File: config.mk
export PLATFORM = sky130hd
export DESIGN_NAME = mask_bbox_tracker
export DESIGN_NICKNAME = d
export VERILOG_FILES = /design/src/rtl/mask_bbox_tracker.sv
export SDC_FILE = /design/constraint.sdc
export NUM_CORES = 1
export LEC_CHECK = 0
export CAP_MARGIN = 40
export CORE_ASPECT_RATIO = 1.75
export CORE_MARGIN = 1.5
export CORE_UTILIZATION = 60
export DETAILED_ROUTE_END_ITERATION = 16
export PLACE_DENSITY = 0.81
export SYNTH_ARGS = -nofsm -noshare
export SYNTH_HDL_FRONTEND = slang
export SYNTH_SLANG_ARGS = --single-unit
File: constraint.sdc
create_clock -name iCLK -period 3.6 [get_ports iCLK]
set_input_delay 0.72 -clock iCLK [delete_from_list [all_inputs] [get_ports iCLK]]
set_output_delay 0.72 -clock iCLK [all_outputs]
set_load 0.02 [all_outputs]
File: src/rtl/mask_bbox_tracker.sv
`timescale 1ns/1ps
// mask_bbox_tracker
// Locates the foreground object in each frame of the purified mask stream.
// While a frame streams in, it tracks the bounding box, the pixel count and
// the coordinate sums. At frame end these are frozen into snapshot registers.
// A shared restoring divider then computes the centroid (sum / count) for X
// and then Y. The next frame can accumulate while the previous one divides.
module mask_bbox_tracker #(
    parameter int         IMG_W   = 1280,
    parameter int         IMG_H   = 960,
    parameter logic [9:0] THRESH  = 10'd512,
    parameter int         MIN_PIX = 16
) (
    input  logic        iCLK,
    input  logic        iRST_N,
    input  logic [9:0]  iDATA,
    input  logic        iDVAL,
    input  logic        iFVAL,
    output logic [10:0] oX_MIN,
    output logic [10:0] oX_MAX,
    output logic [9:0]  oY_MIN,
    output logic [9:0]  oY_MAX,
    output logic [10:0] oCX,
    output logic [9:0]  oCY,
    output logic [20:0] oCOUNT,
    output logic        oOBJ,
    output logic        oDONE,
    output logic        oBUSY
);

    typedef enum logic [1:0] {
        S_IDLE  = 2'd0,
        S_DIV_X = 2'd1,
        S_DIV_Y = 2'd2,
        S_DONE  = 2'd3
    } state_t;

    // One restoring-division step: shift the next dividend bit into the
    // remainder and subtract the divisor if it fits. The remainder is always
    // below the divisor, so the trial value fits in 22 bits and bit 21 of the
    // difference is set exactly when the divisor does not fit.
    // Result packing: {remainder[20:0], quotient[31:0]}.
    function automatic logic [52:0] div_step(input logic [20:0] rem,
                                              input logic [31:0] quo,
                                              input logic [20:0] divisor);
        logic [21:0] trial;
        logic [21:0] diff;
        logic        qbit;
        trial = {rem, quo[31]};
        diff  = trial - {1'b0, divisor};
        qbit  = ~diff[21];
        return {(qbit ? diff[20:0] : trial[20:0]), quo[30:0], qbit};
    endfunction

    // Edge detection and stream qualification
    logic        fval_r;
    logic        dval_r;
    logic        dval_s;
    logic        fval_rise_s;
    logic        fval_fall_s;
    logic        dval_fall_s;

    // Pixel coordinates (one spare bit so out-of-range pixels can be seen)
    logic [11:0] x_cnt_r;
    logic [10:0] y_cnt_r;
    logic        fg_s;

    // Working accumulators for the frame being received
    logic [10:0] xmin_r;
    logic [10:0] xmax_r;
    logic [9:0]  ymin_r;
    logic [9:0]  ymax_r;
    logic [20:0] cnt_r;
    logic [31:0] sumx_r;
    logic [31:0] sumy_r;

    // Snapshot of the frame being divided
    logic [10:0] snap_xmin_r;
    logic [10:0] snap_xmax_r;
    logic [9:0]  snap_ymin_r;
    logic [9:0]  snap_ymax_r;
    logic [20:0] snap_cnt_r;
    logic [31:0] snap_sumy_r;

    // Control and divider
    state_t      state_r;
    state_t      state_nxt_s;
    logic        obj_s;
    logic        accept_s;
    logic [4:0]  div_cnt_r;
    logic [20:0] rem_r;
    logic [31:0] quo_r;
    logic [10:0] cx_r;
    logic [52:0] step_s;

    // Data valid only counts inside a frame; stray iDVAL outside is ignored.
    assign dval_s      = iDVAL & iFVAL;
    assign fval_rise_s = iFVAL & ~fval_r;
    assign fval_fall_s = ~iFVAL & fval_r;
    assign dval_fall_s = ~dval_s & dval_r;
    assign fg_s        = dval_s && (iDATA >= THRESH)
                         && (x_cnt_r < 12'(IMG_W)) && (y_cnt_r < 11'(IMG_H));
    assign obj_s       = (cnt_r >= 21'(MIN_PIX));
    assign accept_s    = fval_fall_s && (state_r == S_IDLE);
    assign step_s      = div_step(rem_r, quo_r, snap_cnt_r);

    // Previous-cycle copies of the qualified valids for edge detection
    always_ff @(posedge iCLK or negedge iRST_N) begin
        if (!iRST_N) begin
            fval_r <= 1'b0;
            dval_r <= 1'b0;
        end else begin
            fval_r <= iFVAL;
            dval_r <= dval_s;
        end
    end

    // X counts pixels within a line, Y counts completed lines within a frame
    always_ff @(posedge iCLK or negedge iRST_N) begin
        if (!iRST_N) begin
            x_cnt_r <= 12'd0;
            y_cnt_r <= 11'd0;
        end else begin
            if (dval_fall_s) begin
                x_cnt_r <= 12'd0;
            end else if (dval_s) begin
                x_cnt_r <= x_cnt_r + 12'd1;
            end
            if (fval_rise_s) begin
                y_cnt_r <= 11'd0;
            end else if (dval_fall_s) begin
                y_cnt_r <= y_cnt_r + 11'd1;
            end
        end
    end

    // Working accumulators: cleared at frame start, updated per foreground pixel
    always_ff @(posedge iCLK or negedge iRST_N) begin
        if (!iRST_N) begin
            xmin_r <= 11'd0;
            xmax_r <= 11'd0;
            ymin_r <= 10'd0;
            ymax_r <= 10'd0;
            cnt_r  <= 21'd0;
            sumx_r <= 32'd0;
            sumy_r <= 32'd0;
        end else if (fval_rise_s) begin
            xmin_r <= 11'h7FF;
            xmax_r <= 11'd0;
            ymin_r <= 10'h3FF;
            ymax_r <= 10'd0;
            cnt_r  <= 21'd0;
            sumx_r <= 32'd0;
            sumy_r <= 32'd0;
        end else if (fg_s) begin
            if (x_cnt_r[10:0] < xmin_r) xmin_r <= x_cnt_r[10:0];
            if (x_cnt_r[10:0] > xmax_r) xmax_r <= x_cnt_r[10:0];
            if (y_cnt_r[9:0] < ymin_r)  ymin_r <= y_cnt_r[9:0];
            if (y_cnt_r[9:0] > ymax_r)  ymax_r <= y_cnt_r[9:0];
            cnt_r  <= cnt_r + 21'd1;
            sumx_r <= sumx_r + {20'd0, x_cnt_r};
            sumy_r <= sumy_r + {21'd0, y_cnt_r};
        end
    end

    // Freeze the working set at an accepted frame end
    always_ff @(posedge iCLK or negedge iRST_N) begin
        if (!iRST_N) begin
            snap_xmin_r <= 11'd0;
            snap_xmax_r <= 11'd0;
            snap_ymin_r <= 10'd0;
            snap_ymax_r <= 10'd0;
            snap_cnt_r  <= 21'd0;
            snap_sumy_r <= 32'd0;
        end else if (accept_s) begin
            snap_xmin_r <= xmin_r;
            snap_xmax_r <= xmax_r;
            snap_ymin_r <= ymin_r;
            snap_ymax_r <= ymax_r;
            snap_cnt_r  <= cnt_r;
            snap_sumy_r <= sumy_r;
        end
    end

    // FSM state register
    always_ff @(posedge iCLK or negedge iRST_N) begin
        if (!iRST_N) begin
            state_r <= S_IDLE;
        end else begin
            state_r <= state_nxt_s;
        end
    end

    // FSM next-state: frame ends outside IDLE are simply not seen
    always_comb begin
        state_nxt_s = state_r;
        case (state_r)
            S_IDLE: begin
                if (fval_fall_s) begin
                    state_nxt_s = obj_s ? S_DIV_X : S_DONE;
                end else begin
                    state_nxt_s = S_IDLE;
                end
            end
            S_DIV_X: begin
                if (div_cnt_r == 5'd31) begin
                    state_nxt_s = S_DIV_Y;
                end else begin
                    state_nxt_s = S_DIV_X;
                end
            end
            S_DIV_Y: begin
                if (div_cnt_r == 5'd31) begin
                    state_nxt_s = S_DONE;
                end else begin
                    state_nxt_s = S_DIV_Y;
                end
            end
            S_DONE:  state_nxt_s = S_IDLE;
            default: state_nxt_s = S_IDLE;
        endcase
    end

    // Divider datapath: sum_x is loaded as the dividend at frame end, sum_y
    // is reloaded as X finishes; the X quotient is parked in cx_r
    always_ff @(posedge iCLK or negedge iRST_N) begin
        if (!iRST_N) begin
            div_cnt_r <= 5'd0;
            rem_r     <= 21'd0;
            quo_r     <= 32'd0;
            cx_r      <= 11'd0;
        end else begin
            case (state_r)
                S_IDLE: begin
                    div_cnt_r <= 5'd0;
                    if (fval_fall_s && obj_s) begin
                        quo_r <= sumx_r;
                        rem_r <= 21'd0;
                    end
                end
                S_DIV_X: begin
                    div_cnt_r <= div_cnt_r + 5'd1;
                    if (div_cnt_r == 5'd31) begin
                        cx_r  <= step_s[10:0];
                        quo_r <= snap_sumy_r;
                        rem_r <= 21'd0;
                    end else begin
                        quo_r <= step_s[31:0];
                        rem_r <= step_s[52:32];
                    end
                end
                S_DIV_Y: begin
                    div_cnt_r <= div_cnt_r + 5'd1;
                    quo_r     <= step_s[31:0];
                    rem_r     <= step_s[52:32];
                end
                default: begin
                    div_cnt_r <= 5'd0;
                end
            endcase
        end
    end

    // Registered results: loaded on entry to DONE, held otherwise
    always_ff @(posedge iCLK or negedge iRST_N) begin
        if (!iRST_N) begin
            oX_MIN <= 11'd0;
            oX_MAX <= 11'd0;
            oY_MIN <= 10'd0;
            oY_MAX <= 10'd0;
            oCX    <= 11'd0;
            oCY    <= 10'd0;
            oCOUNT <= 21'd0;
            oOBJ   <= 1'b0;
            oDONE  <= 1'b0;
            oBUSY  <= 1'b0;
        end else begin
            oDONE <= (state_nxt_s == S_DONE);
            oBUSY <= (state_nxt_s == S_DIV_X) || (state_nxt_s == S_DIV_Y);
            if ((state_r == S_DIV_Y) && (div_cnt_r == 5'd31)) begin
                oX_MIN <= snap_xmin_r;
                oX_MAX <= snap_xmax_r;
                oY_MIN <= snap_ymin_r;
                oY_MAX <= snap_ymax_r;
                oCX    <= cx_r;
                oCY    <= step_s[9:0];
                oCOUNT <= snap_cnt_r;
                oOBJ   <= 1'b1;
            end else if (accept_s && !obj_s) begin
                oX_MIN <= 11'd0;
                oX_MAX <= 11'd0;
                oY_MIN <= 10'd0;
                oY_MAX <= 10'd0;
                oCX    <= 11'd0;
                oCY    <= 10'd0;
                oCOUNT <= 21'd0;
                oOBJ   <= 1'b0;
            end
        end
    end

endmodule

* Yosys cells after proc, flatten, opt, wreduce, memory -nomap -nowiden *
Cells that the tools add are included.
Widths: inputs -> output; s select.

storage, ports and cells
  register bits = 405
  output and inout port bits = 87

cells by class
  add/sub/neg operators = 7
  order comparisons = 8
  equality and inequality tests = 8
  muxes and demuxes = 47
  bitwise operators = 8
  reductions and logical operators = 26

operators with widths
  operator               number
  $mux 32                6
  $mux 21                7
  $mux 11                12
  $mux 10                10
  $pmux 32 s3            1
  $pmux 21 s3            1
  $add 32x11->32         1
  $add 32x12->32         1
  $mux 12                2
  $sub 22x21->22         1
  $add 21x1->21 const B  1
  $ge 21x5->1 const B    1
  $reduce_bool 2->1      8
  $add 12x1->12 const B  1
  $lt 12x11->1 const B   1
  $reduce_and 2->1       6
  $add 11x1->11 const B  1
  $gt 11x11->1           1
  $lt 11x10->1 const B   1
  $lt 11x11->1           1
  $ge 10x10->1 const B   1
  $gt 10x10->1           1
  $lt 10x10->1           1
  $eq 2x2->1 const B     4
  16 further kinds       33

* Longest topological paths before layout *
Gate-level depths: netlist (run 1).

  depth after elaboration = 6
  gate-level depth with buffers = 13
  depth with buffers taken out = 12

* Worst setup path after synthesis (run 1) *
Ideal clock, no wire load.

  kind = register -> register
  start = register x_cnt_r[0]
  end = register sumx_r[30]
  data arrival time = 2.597 ns
  required time = 3.468 ns
  path slack = 0.871 ns
  stages on the path, launching flop included = 12
  path buffers = 1
  path through = dfrtp_1 > ha_1 > fa_1 > a21o_1 > a21o_1 > a21oi_1 > o21ai_0 > o41ai_2 > clkbuf_1 > nor3_1 > xnor2_1 > nor2_1

between the ends
  word-level cells in the longest chain between the ends = 4

ends and longest elaborated chain
  element                                                 line  source
  from (decl)                                             64    logic [11:0] x_cnt_r;
  from (signal assigned)                                  127   x_cnt_r <= x_cnt_r + 12'd1;
  branches (longest 4 deep; another with $add 32x12->32)  n/a
  to (signal assigned)                                    161   sumx_r <= sumx_r + {20'd0, x_cnt_r};
  to (decl)                                               74    logic [31:0] sumx_r;

Parallel ways; which one is timed is not known. The select of a mux whose other input is x is not followed.
A chain may end at the register's enable or synchronous reset.

* Worst setup path in the final report (run 1) *
  start = register snap_cnt_r[10]
  end = register rem_r[15]

between the ends
  word-level cells in the longest chain between the ends = 4

ends and longest elaborated chain
  element                 line  source
  from (decl)             82    logic [20:0] snap_cnt_r;
  from (signal assigned)  180   snap_cnt_r <= cnt_r;
  $sub 22x21->22 (*)      50    diff = trial - {1'b0, divisor};
  $mux 21 (*)             52    return {(qbit ? diff[20:0] : trial[20:0]), quo[30:0], qbit};
  $mux 21                 243   if (div_cnt_r == 5'd31) begin
  $pmux 21 s3 (*)         233   case (state_r)
  to (signal assigned)    249   rem_r <= step_s[52:32];
  to (signal assigned)    255   rem_r <= step_s[52:32];
  to (decl)               91    logic [20:0] rem_r;

Every way passes the cells marked *; elsewhere a longest branch is shown, timed or not.

==> impl_results.md, run 1 <==
- Normalized max-slew margin: 53.1%
- Synth warn: 0
- Vias in the first global route: roughly 16000
- Unrepaired setup endpoints after global routing: false
- H-tree Lvls: 2
- Min Tclk post-route: between 3000 and 4000 ps
- Min-Delay Path Class: in2async
- Avg Inst Size Synth: between 10 and 15 um^2
- Worst IR Drop VDD: between 0.0008 and 0.0009 V
- Starting density of the core: about three fifths
- Most frequent cell after synthesis: dfrtp_1
- I/O pin count: ~100
- Initial antenna violation count: 0
- Register area: 10100 um^2
- Initial drt markers: between 800 and 900
- CP most frequent cell: nor4_2
- Drt total wl: around 45000 um
- Register area share after synthesis: approximately 50%
- Worst-case clock skew: around 12 ps
- Design Area, Final: roughly 23000 um^2
- Via density: approximately 6
- Worst Path Buf+Inv: 2
- Crit-path slowest cell: dfrtp_1
- Critical Path Fanout Max: 11
- Slew Viols, Final: 0
- XOR/XNOR share of the synthesized area: between 3 and 4%
- Post-synthesis mux area share: 6.15%
- Synth Area in Simple Gates: around 14%
- Asr flop ratio synth: 100%
- TritonCTS clock tree: built
- Post-synth top cells: dfrtp_1 (405), nand2_1 (239), nor2_1 (190)
- Ys flop type: dfrtp_1
- Top-area cell type share of the netlist area: about 51%
- Ratio of final minimum period to clock period: between 80 and 90%
- Core Area: about 33000 um^2
- Post-DRT Antenna Nets: 0
- CP Launch Type: flop
- Multi-input gate area: 9140 um^2
- Post-DP Area: roughly 21000 um^2
- Detailed placer's ending HPWL: approximately 30000 um
- Yosys top cell by area: dfrtp_1
- GP Congestion: between 0.9 and 1
- Clk sinks: just over 400
- Static leakage: 10.7 nW
- DIE WIDTH: approximately 140 um
- Clock slew at reported path FFs: about 60 ps
- Family with the most delay on the worst path: compound AO/OA/AOI/OAI gates
- Num CTS Buffers: 36
- Area Overhead vs Synth: 12.9%
- GRT Overall Usage: ~27%
- Post-synth EDFFs: 0
- Post-synthesis adder-cell area fraction: ~6.3%
- Buffers on Ports: 91
- DR pass1 iterations: 5
- Post-Syn Area: about 20000 um^2
- Cell variety after synth: 80
- TNS Setup: 0 ps
- Worst slew pin tran: roughly 700 ps
- Vias: roughly 15000
- Hold_buf cts: 0
- Share of cells above drive strength 1: a little under a tenth
- Fin nets: ~2200
- Rows: between 80 and 90
- Largest family of logic cells by synthesized area: compound AO/OA/AOI/OAI gates
- DIE HEIGHT: 244 um
- Gate Count Post-Synth: a little under 2000
- Die area: around 34000 um^2
- Inserted Diodes: 0
- Worst EP required: between 3000 and 4000 ps
- Post-CTS sizing: 0
- Top cells by area, synth: dfrtp_1 (51%), ha_1 (6.0%), nand2_1 (4.5%)
- P per Cell Area: 674 nW/um^2
- First-pass GRT wire length: 76300 um
- Final setup viols: 0
- Fmax: around 0.32 GHz
- Final core utilization: between 60% and 70%
- Clock latency on the worst-skew pair: about 530 ps
- Clk buf depth: 3
- Outcome: finished clean
- CP max stage delay: 400 ps
- #FFs+latches synth: approximately 410
- Crit path DAT: ~3500 ps
- Final Hold Viols: 0
- # fillers: between 2000 and 2500
- Postcts setup bufs: 0
- MaxCap Viol Count: 0
- Non-filler cells, final: roughly 2500
- Complex-gate fraction of the synthesized area: around 15%
- Dpl cells: 2420
- CP Capture Type: flop
- DRC viols: 0
- Crit path kind: reg2reg
- Routed WL per cell: roughly 18 um
- Root Driver: clkbuf_16
- Pin count of the biggest net entering global routing: 139
- Worst hold slack: 145 ps
- Worst path cell trace: inv_1, ha_1, a21o_1, nor4_2, nor4_2, o31a_2, a21oi_1, nand4bb_1, buf_4, mux2i_1, o21ai_0
- Gr ovfl total: 0
- Post-Syn Nets: roughly 2100
==> cells in the final DEF, fill, tap and decap left out, types with 5 or more instances in the layout <==
cell,synthesis,final
mux2_2,63,63
nand4_1,22,22
and2_1,14,13
buf_4,3,37
nand3_1,39,39
dfrtp_1,405,405
or4_1,5,5
xor2_1,39,39
a31oi_1,8,8
o21ai_1,13,13
ha_1,96,95
buf_12,0,8
o211ai_1,19,19
clkdlybuf4s50_1,0,90
nand2b_1,13,13
clkbuf_8,0,6
nor2b_1,11,10
o21ai_0,129,129
a211oi_1,10,10
nor3_1,22,22
nor4_1,10,10
xnor2_1,50,50
nor2_1,190,189
nor3b_1,7,7
or3_1,9,9
a22o_1,85,85
inv_1,82,82
o21bai_1,6,6
nand2_1,239,238
clkbuf_1,81,10
a21oi_1,130,130
and3_1,15,15
a311oi_1,5,5
a21o_1,21,20
clkbuf_16,0,37
mux2i_1,52,52
o21a_1,6,6
==> path summary, 6_finish.rpt <==
path,slack (ps),cells past startpoint,start,endpoint
setup / recovery,460,11,snap_cnt_r[10],rem_r[15]
hold / removal,150,1,iRST_N,oCOUNT[10]
setup reg to reg,460,11,snap_cnt_r[10],rem_r[15]
hold reg to reg,470,1,div_cnt_r[0],div_cnt_r[0]
max in group asynchronous,2570,2,iRST_N,sumy_r[20]
min in group iCLK,470,1,div_cnt_r[0],div_cnt_r[0]
==> cell type report <==
cell class / instances / share of cell area (%)
sequential: 405 / 44.9
multi-input combinational: 1390 / 40.5
timing repair buffer: 137 / 6.02
clock buffer: 53 / 4.63
tap: 405 / 2.25
inverter: 83 / 1.40
clock inverter: 7 / 0.310
==> flip-flops by register name (all words and copies together) (netlist names), 11 cells and up <==
signal / count
sumx_r: 32
x_cnt_r: 12
oX_MAX: 11
snap_cnt_r: 21
y_cnt_r: 11
cx_r: 11
xmax_r: 11
quo_r: 32
oX_MIN: 11
snap_sumy_r: 32
oCOUNT: 21
xmin_r: 11
rem_r: 21
oCX: 11
sumy_r: 32
snap_xmin_r: 11
cnt_r: 21
snap_xmax_r: 11
==> power by group <==
group          total, W  switching (W)  internal (W)
registers       0.00537       0.000366       0.00500
clock network   0.00374        0.00166       0.00209
logic           0.00611        0.00353       0.00258
==> per-layer routing <==
metal / vias up / wire (um) / global-route usage, %
met3: 135 / 1350 / 2.92
met1: 7499 / 18300 / 32.0
met4: 0 / 2170 / 13.2
met5: - / 0 / 0
met2: 323 / 23600 / 49.6
li1: 7054 / - / -
==> per-stage QoR <==
stage                     setup WS, ps  power (W)
after floorplan                    871     0.0107
after global placement             256     0.0113
after detailed placement           297     0.0115
after CTS                          544     0.0153
after global routing               324     0.0159
final                              463     0.0152
==> logic make-up after synthesis <==
| group | count (synthesis) |
|---|---|
| flops | 405 |
| mux | 115 |
| compound gates | 464 |
| fa+ha+maj | 99 |
| xor+xnor | 89 |
| buf+inv | 186 |
| simple gates | 623 |
Power figures use the tool's default switching activity.
==> inputs of run 2 (changes only) <==
PLACE_DENSITY = 0.82   (was 0.81)
==> impl_results.md, run 2 (synthesis gave the netlist of run 1 again) <==
- Final setup viols: 0 (unchanged)
- Crit path DAT: 3660 ps (+140 ps)
- Commonest non-fill, non-tap cells in the layout: dfrtp_1 (405), nand2_1 (238), nor2_1 (189)
- DIE HEIGHT: 244 um (unchanged)
- Detailed placer's ending HPWL: 31400 um (+1.6%)
- Hold_buf cts: 0 (unchanged)
- Outcome: finished clean
- Min Tclk post-route: 3250 ps (+112 ps)
- Commonest non-fill, non-tap cell in the layout: dfrtp_1
- Final Hold Viols: 0 (unchanged)
- CP max stage delay: 520 ps (+120 ps)
- Fmax: 0.308 GHz (-3.5%)
- First-pass GRT wire length: 77000 um (+0.97%)
- Starting density of the core: 60.7% (unchanged)
- Drt total wl: 46600 um (+2.8%)
- Clk buf depth: 3 (unchanged)
- Slew Viols, Final: 0 (unchanged)
- Normalized max-slew margin: 54.0% (+0.86 points)
- Critical Path Fanout Max: 8 (-3)
- Non-filler cells, final: 2486 (+0.24%)
- Clock latency on the worst-skew pair: 540 ps (about the same)
- Crit-path slowest cell: dfrtp_1
- Gr ovfl total: 0 (unchanged)
- Share of cells above drive strength 1: 9.61% (+0.45 points)
- Num CTS Buffers: 36 (unchanged)
- Worst EP required: 4010 ps (+20 ps)
- Static leakage: 10.8 nW (+0.74%)
- Worst path cell trace: ha_1, fa_1, a21o_1, a21oi_1, o21ai_0, a311oi_1, nor3_1, buf_2, nand4_1, xor2_1, nor2_1
- P per Cell Area: 655 nW/um^2 (-2.8%)
- Crit path kind: reg2reg
- Worst hold slack: 146 ps (+0.624 ps)
- Worst slew pin tran: 689 ps (-12.5 ps)
- Clk sinks: 405 (unchanged)
- Via density: 6.16 (+1.8%)
- Die area: 34500 um^2 (unchanged)
- Postcts setup bufs: 0 (unchanged)
- Area Overhead vs Synth: 13.7%
- Initial drt markers: 766 (-11%)
- H-tree Lvls: 2 (unchanged)
- Worst IR Drop VDD: 0.000381 V (-57%)
- CP Capture Type: flop
- Core Area: 32900 um^2 (unchanged)
- TNS Setup: 0 ps (unchanged)
- Unrepaired setup endpoints after global routing: false
- Routed WL per cell: 18.8 um (+2.5%)
- Inserted Diodes: 0 (unchanged)
- Dpl cells: 2424 (+0.17%)
- Power Total: 0.0149 W (-2.2%)
- CP Launch Type: flop
- Min-Delay Path Class: in2async
- Root Driver: clkbuf_16
- Worst-case clock skew: 25.5 ps (+13.6 ps)
- Pin count of the biggest net entering global routing: 139 (unchanged)
- Post-DRT Antenna Nets: 0 (unchanged)
- TritonCTS clock tree: built
- Vias: 15300 (+2.1%)
- I/O pin count: 101 (unchanged)
- Vias in the first global route: 15800 (+1.6%)
- Initial antenna violation count: 0 (unchanged)
- GP Congestion: 0.896 (-1.9%)
- Post-CTS sizing: 0 (unchanged)
- DR pass1 iterations: 5 (unchanged)
- GRT Overall Usage: 27.6% (+0.28 points)
- DRC viols: 0 (unchanged)
- Ratio of final minimum period to clock period: 90.3% (+3.1 points)
- Clock slew at reported path FFs: 70 ps (about the same)
- Buffers on Ports: 91 (unchanged)
- Rows: 88 (unchanged)
- Fin nets: 2170 (+0.18%)
- Flop-to-flop setup slack: 350 ps (-110 ps)
- DIE WIDTH: 141 um (unchanged)
- MaxCap Viol Count: 0 (unchanged)
==> run 2: changes by cell type in the layout (fill, tap and decap cells not counted) <==
cell	change
inv_6	+1
buf_4	+1
clkinvlp_4	-1
clkbuf_1	-4
bufinv_16	+2
buf_12	+1
inv_8	+1
buf_16	+2
clkinv_2	+4
clkbuf_8	-1
==> run 2: worst max-delay path: cells and delay by family, from the launching register on <==
| family | cells | cell delay [ps] |
|---|---|---|
| buf+inv | 1 | 210 |
| xor+xnor | 1 | 170 |
| fa+ha+maj | 2 | 700 |
| flops | 1 | 520 |
| simple gates | 3 | 350 |
| compound gates | 4 | 1170 |
==> run 2: through the flow <==
stage	util (%)	setup slack, ps	instance area, um^2
after floorplan	-	871	20000
after global placement	65.2	163	21500
after detailed placement	65.4	144	21500
after CTS	69.0	376	22700
after global routing	69.0	101	22700
final	69.0	351	22700
==> run 2: path summary, 6_finish.rpt <==
check	endpoint	startpoint	cells after the start
max reg2reg	sumy_r[28]	y_cnt_r[0]	11
min	rem_r[8]	iRST_N	1
min in group iCLK	div_cnt_r[0]	div_cnt_r[0]	1
min reg2reg	div_cnt_r[0]	div_cnt_r[0]	1
max	sumy_r[28]	y_cnt_r[0]	11
max in group asynchronous	cx_r[5]	iRST_N	2
==> run 2: layer usage <==
metal	track usage (%)	up-vias	part of all wire (%)
met5	0	-	0
met1	32.5	7624	39
met2	49.5	466	53
met4	14.3	0	4.8
li1	-	7083	-
met3	2.80	150	4.0
==> run 2: final cells by class <==
class	instances	area [um^2]
Sequential cell	405	10100
Fill cell	2355	10200
Inverter	83	317
Tap cell	405	507
Clock inverter	14	163
Timing Repair Buffer	141	1440
Multi-Input combinational cell	1390	9140
Clock buffer	48	1020
==> run 2: power breakdown <==
part           internal, W  total (W)  switching [W]
combinational      0.00239    0.00561        0.00322
clock              0.00221    0.00391        0.00169
sequential         0.00500    0.00536       0.000357
==> inputs of run 3 (changes only) <==
CORE_UTILIZATION = 45   (was 60)
PLACE_DENSITY = 0.65   (was 0.82)
RECOVER_POWER = 100   (was unset)
==> impl_results.md, run 3 (synthesis gave the netlist of run 1 again) <==
- Outcome: complete, but fails checks
- Failing checks: capacitance limit, slew limit
- Flop-to-flop setup slack: 410 ps (+60 ps)
- Clk sinks: 405 (unchanged)
- TritonCTS clock tree: built
- Post-DP Area: 21700 um^2 (+0.84%)
- DIE WIDTH: 162 um (+15%)
- Clk buf depth: 3 (unchanged)
- Fmax: 0.314 GHz (+1.9%)
- Crit-path slowest cell: and2_1
- Min-Delay Path Class: reg2reg
- Family with the most delay on the worst path: simple AND/OR/NAND/NOR gates
- Static leakage: 11.0 nW (+2.2%)
- Fin nets: 2172 (+0.092%)
- Worst Path Buf+Inv: 1 (unchanged)
- GR Util met3: 2.57% (-0.23 points)
- Die area: 45700 um^2 (+33%)
- P per Cell Area: 708 nW/um^2 (+8.1%)
- Routed WL per cell: 17.7 um (-5.6%)
- CP most frequent cell: ha_1
- # fillers: 3957 (+68%)
- Initial drt markers: 949 (+24%)
- Worst-case clock skew: 14.9 ps (-10.5 ps)
- DR pass1 iterations: 7 (+2)
- Via density: 5.61 (-8.9%)
- Commonest non-fill, non-tap cell in the layout: dfrtp_1
- Normalized max-slew margin: -45.6% (-100 points)
- Worst EP required: 4020 ps (about the same)
- CP Capture Type: flop
- Rows: 102 (+16%)
- Met2 GRT Util: 38.4% (-11 points)
- Num CTS Buffers: 38 (+5.6%)
- MaxCap Viol Count: 3 (+3)
- Ratio of final minimum period to clock period: 88.6% (-1.7 points)
- Drt total wl: 47100 um (+0.95%)
- CP max stage delay: 1180 ps (+660 ps)
- Root Driver: clkbuf_16
- Core Area: 44000 um^2 (+34%)
- Most used routing layer: met2
- DIE HEIGHT: 282 um (+15%)
- Starting density of the core: 45.4% (-15 points)
- Critical Path Fanout Max: 61 (+53)
- GRT met1 Usage: 24.9% (-7.6 points)
- Slew Viols, Final: 252 (+252)
- Unrepaired setup endpoints after global routing: false
- Clock slew at reported path FFs: 60 ps (about the same)
- Share of cells above drive strength 1: 8.73% (-0.88 points)
- Final Hold Viols: 0 (unchanged)
- DRC viols: 0 (unchanged)
- Vias: 14900 (-2.6%)
- First-pass GRT wire length: 77700 um (+0.89%)
- GP Congestion: 0.897 (about the same)
- Vias in the first global route: 15200 (-4.3%)
- Clock latency on the worst-skew pair: 540 ps (about the same)
- Buffers on Ports: 91 (unchanged)
- Worst IR Drop VDD: 0.00453 V (+1100%)
- Design Area, Final: 22800 um^2 (+0.21%)
- Crit path kind: reg2reg
- Min Tclk post-route: 3190 ps (-61.0 ps)
- Inserted Diodes: 0 (unchanged)
- CP Launch Type: flop
- Worst path cell trace: ha_1, and3_1, ha_1, and2_1, nor2_4, buf_12, a22o_1
- Worst slew pin tran: 2180 ps (+1490 ps)
- Crit path DAT: 3610 ps (-50 ps)
- Gr ovfl total: 0 (unchanged)
- GRT Overall Usage: 21.1% (-6.5 points)
- Detailed placer's ending HPWL: 32300 um (+2.9%)
- TNS Setup: 0 ps (unchanged)
- Final setup viols: 0 (unchanged)
- Postcts setup bufs: 0 (unchanged)
- Post-DRT Antenna Nets: 0 (unchanged)
- Post-CTS sizing: 0 (unchanged)
- H-tree Lvls: 2 (unchanged)
- Area Overhead vs Synth: 13.9%
- Pin count of the biggest net entering global routing: 139 (unchanged)
- Commonest non-fill, non-tap cells in the layout: dfrtp_1 (405), nand2_1 (239), nor2_1 (189)
- Hold_buf cts: 0 (unchanged)
- Initial antenna violation count: 0 (unchanged)
- I/O pin count: 101 (unchanged)
run 3: cell count changes in the layout (fill, tap and decap cells not counted), moves of 6 or more:
| cell | previous run | this run |
|---|---|---|
| o21ai_1 | 13 | 4 |
| clkbuf_2 | 0 | 6 |
| o21ai_0 | 129 | 138 |
| clkdlybuf4s50_1 | 90 | 2 |
| dlygate4sd3_1 | 0 | 88 |
| clkbuf_1 | 6 | 19 |
| buf_4 | 38 | 26 |
run 3: final cells by class:
type                            count  area [um^2]  share of cell area [%]
Clock buffer                       52         1060                    4.68
Clock inverter                     14          145                   0.638
Inverter                           83          313                    1.37
Multi-Input combinational cell   1390         9100                    40.0
Sequential cell                   405        10100                    44.5
Tap cell                          572          716                    3.14
Timing Repair Buffer              141         1290                    5.68
run 3: per-layer routing:
metal	share of wire [%]	routed length, um
met3	3.5	1670
met4	3.9	1860
met5	0	0
met1	41	19100
met2	52	24500
run 3: stage by stage:
stage / total power, W / std cells / hold WS, ps / utilization (%) / worst slack, ps
finish: 0.0161 / 2657 / 468 / 51.7 / 412
global route: 0.0171 / 2657 / 502 / 51.7 / 217
CTS: 0.0163 / 2657 / 167 / 52.1 / 634
detailed placement: 0.0122 / 2591 / 463 / 49.3 / 233
global placement: 0.0120 / 2590 / 451 / 49.3 / 182
floorplan: 0.0107 / 1981 / 424 / - / 871
run 3: path summary, 6_finish.rpt:
kind	start	to	depth (start not counted)
worst max-delay path	div_cnt_r[0]	oX_MIN[8]	7
worst min-delay path	div_cnt_r[0]	div_cnt_r[0]	1
worst max register to register	div_cnt_r[0]	oX_MIN[8]	7
worst min register to register	div_cnt_r[0]	div_cnt_r[0]	1
max in group asynchronous	iRST_N	snap_cnt_r[7]	2
min in group asynchronous	iRST_N	rem_r[8]	1
run 3: report_power, final:
group	switching, W	total [W]	internal (W)
Clock	0.00176	0.00399	0.00223
Sequential	0.000350	0.00536	0.00501
Combinational	0.00387	0.00676	0.00289
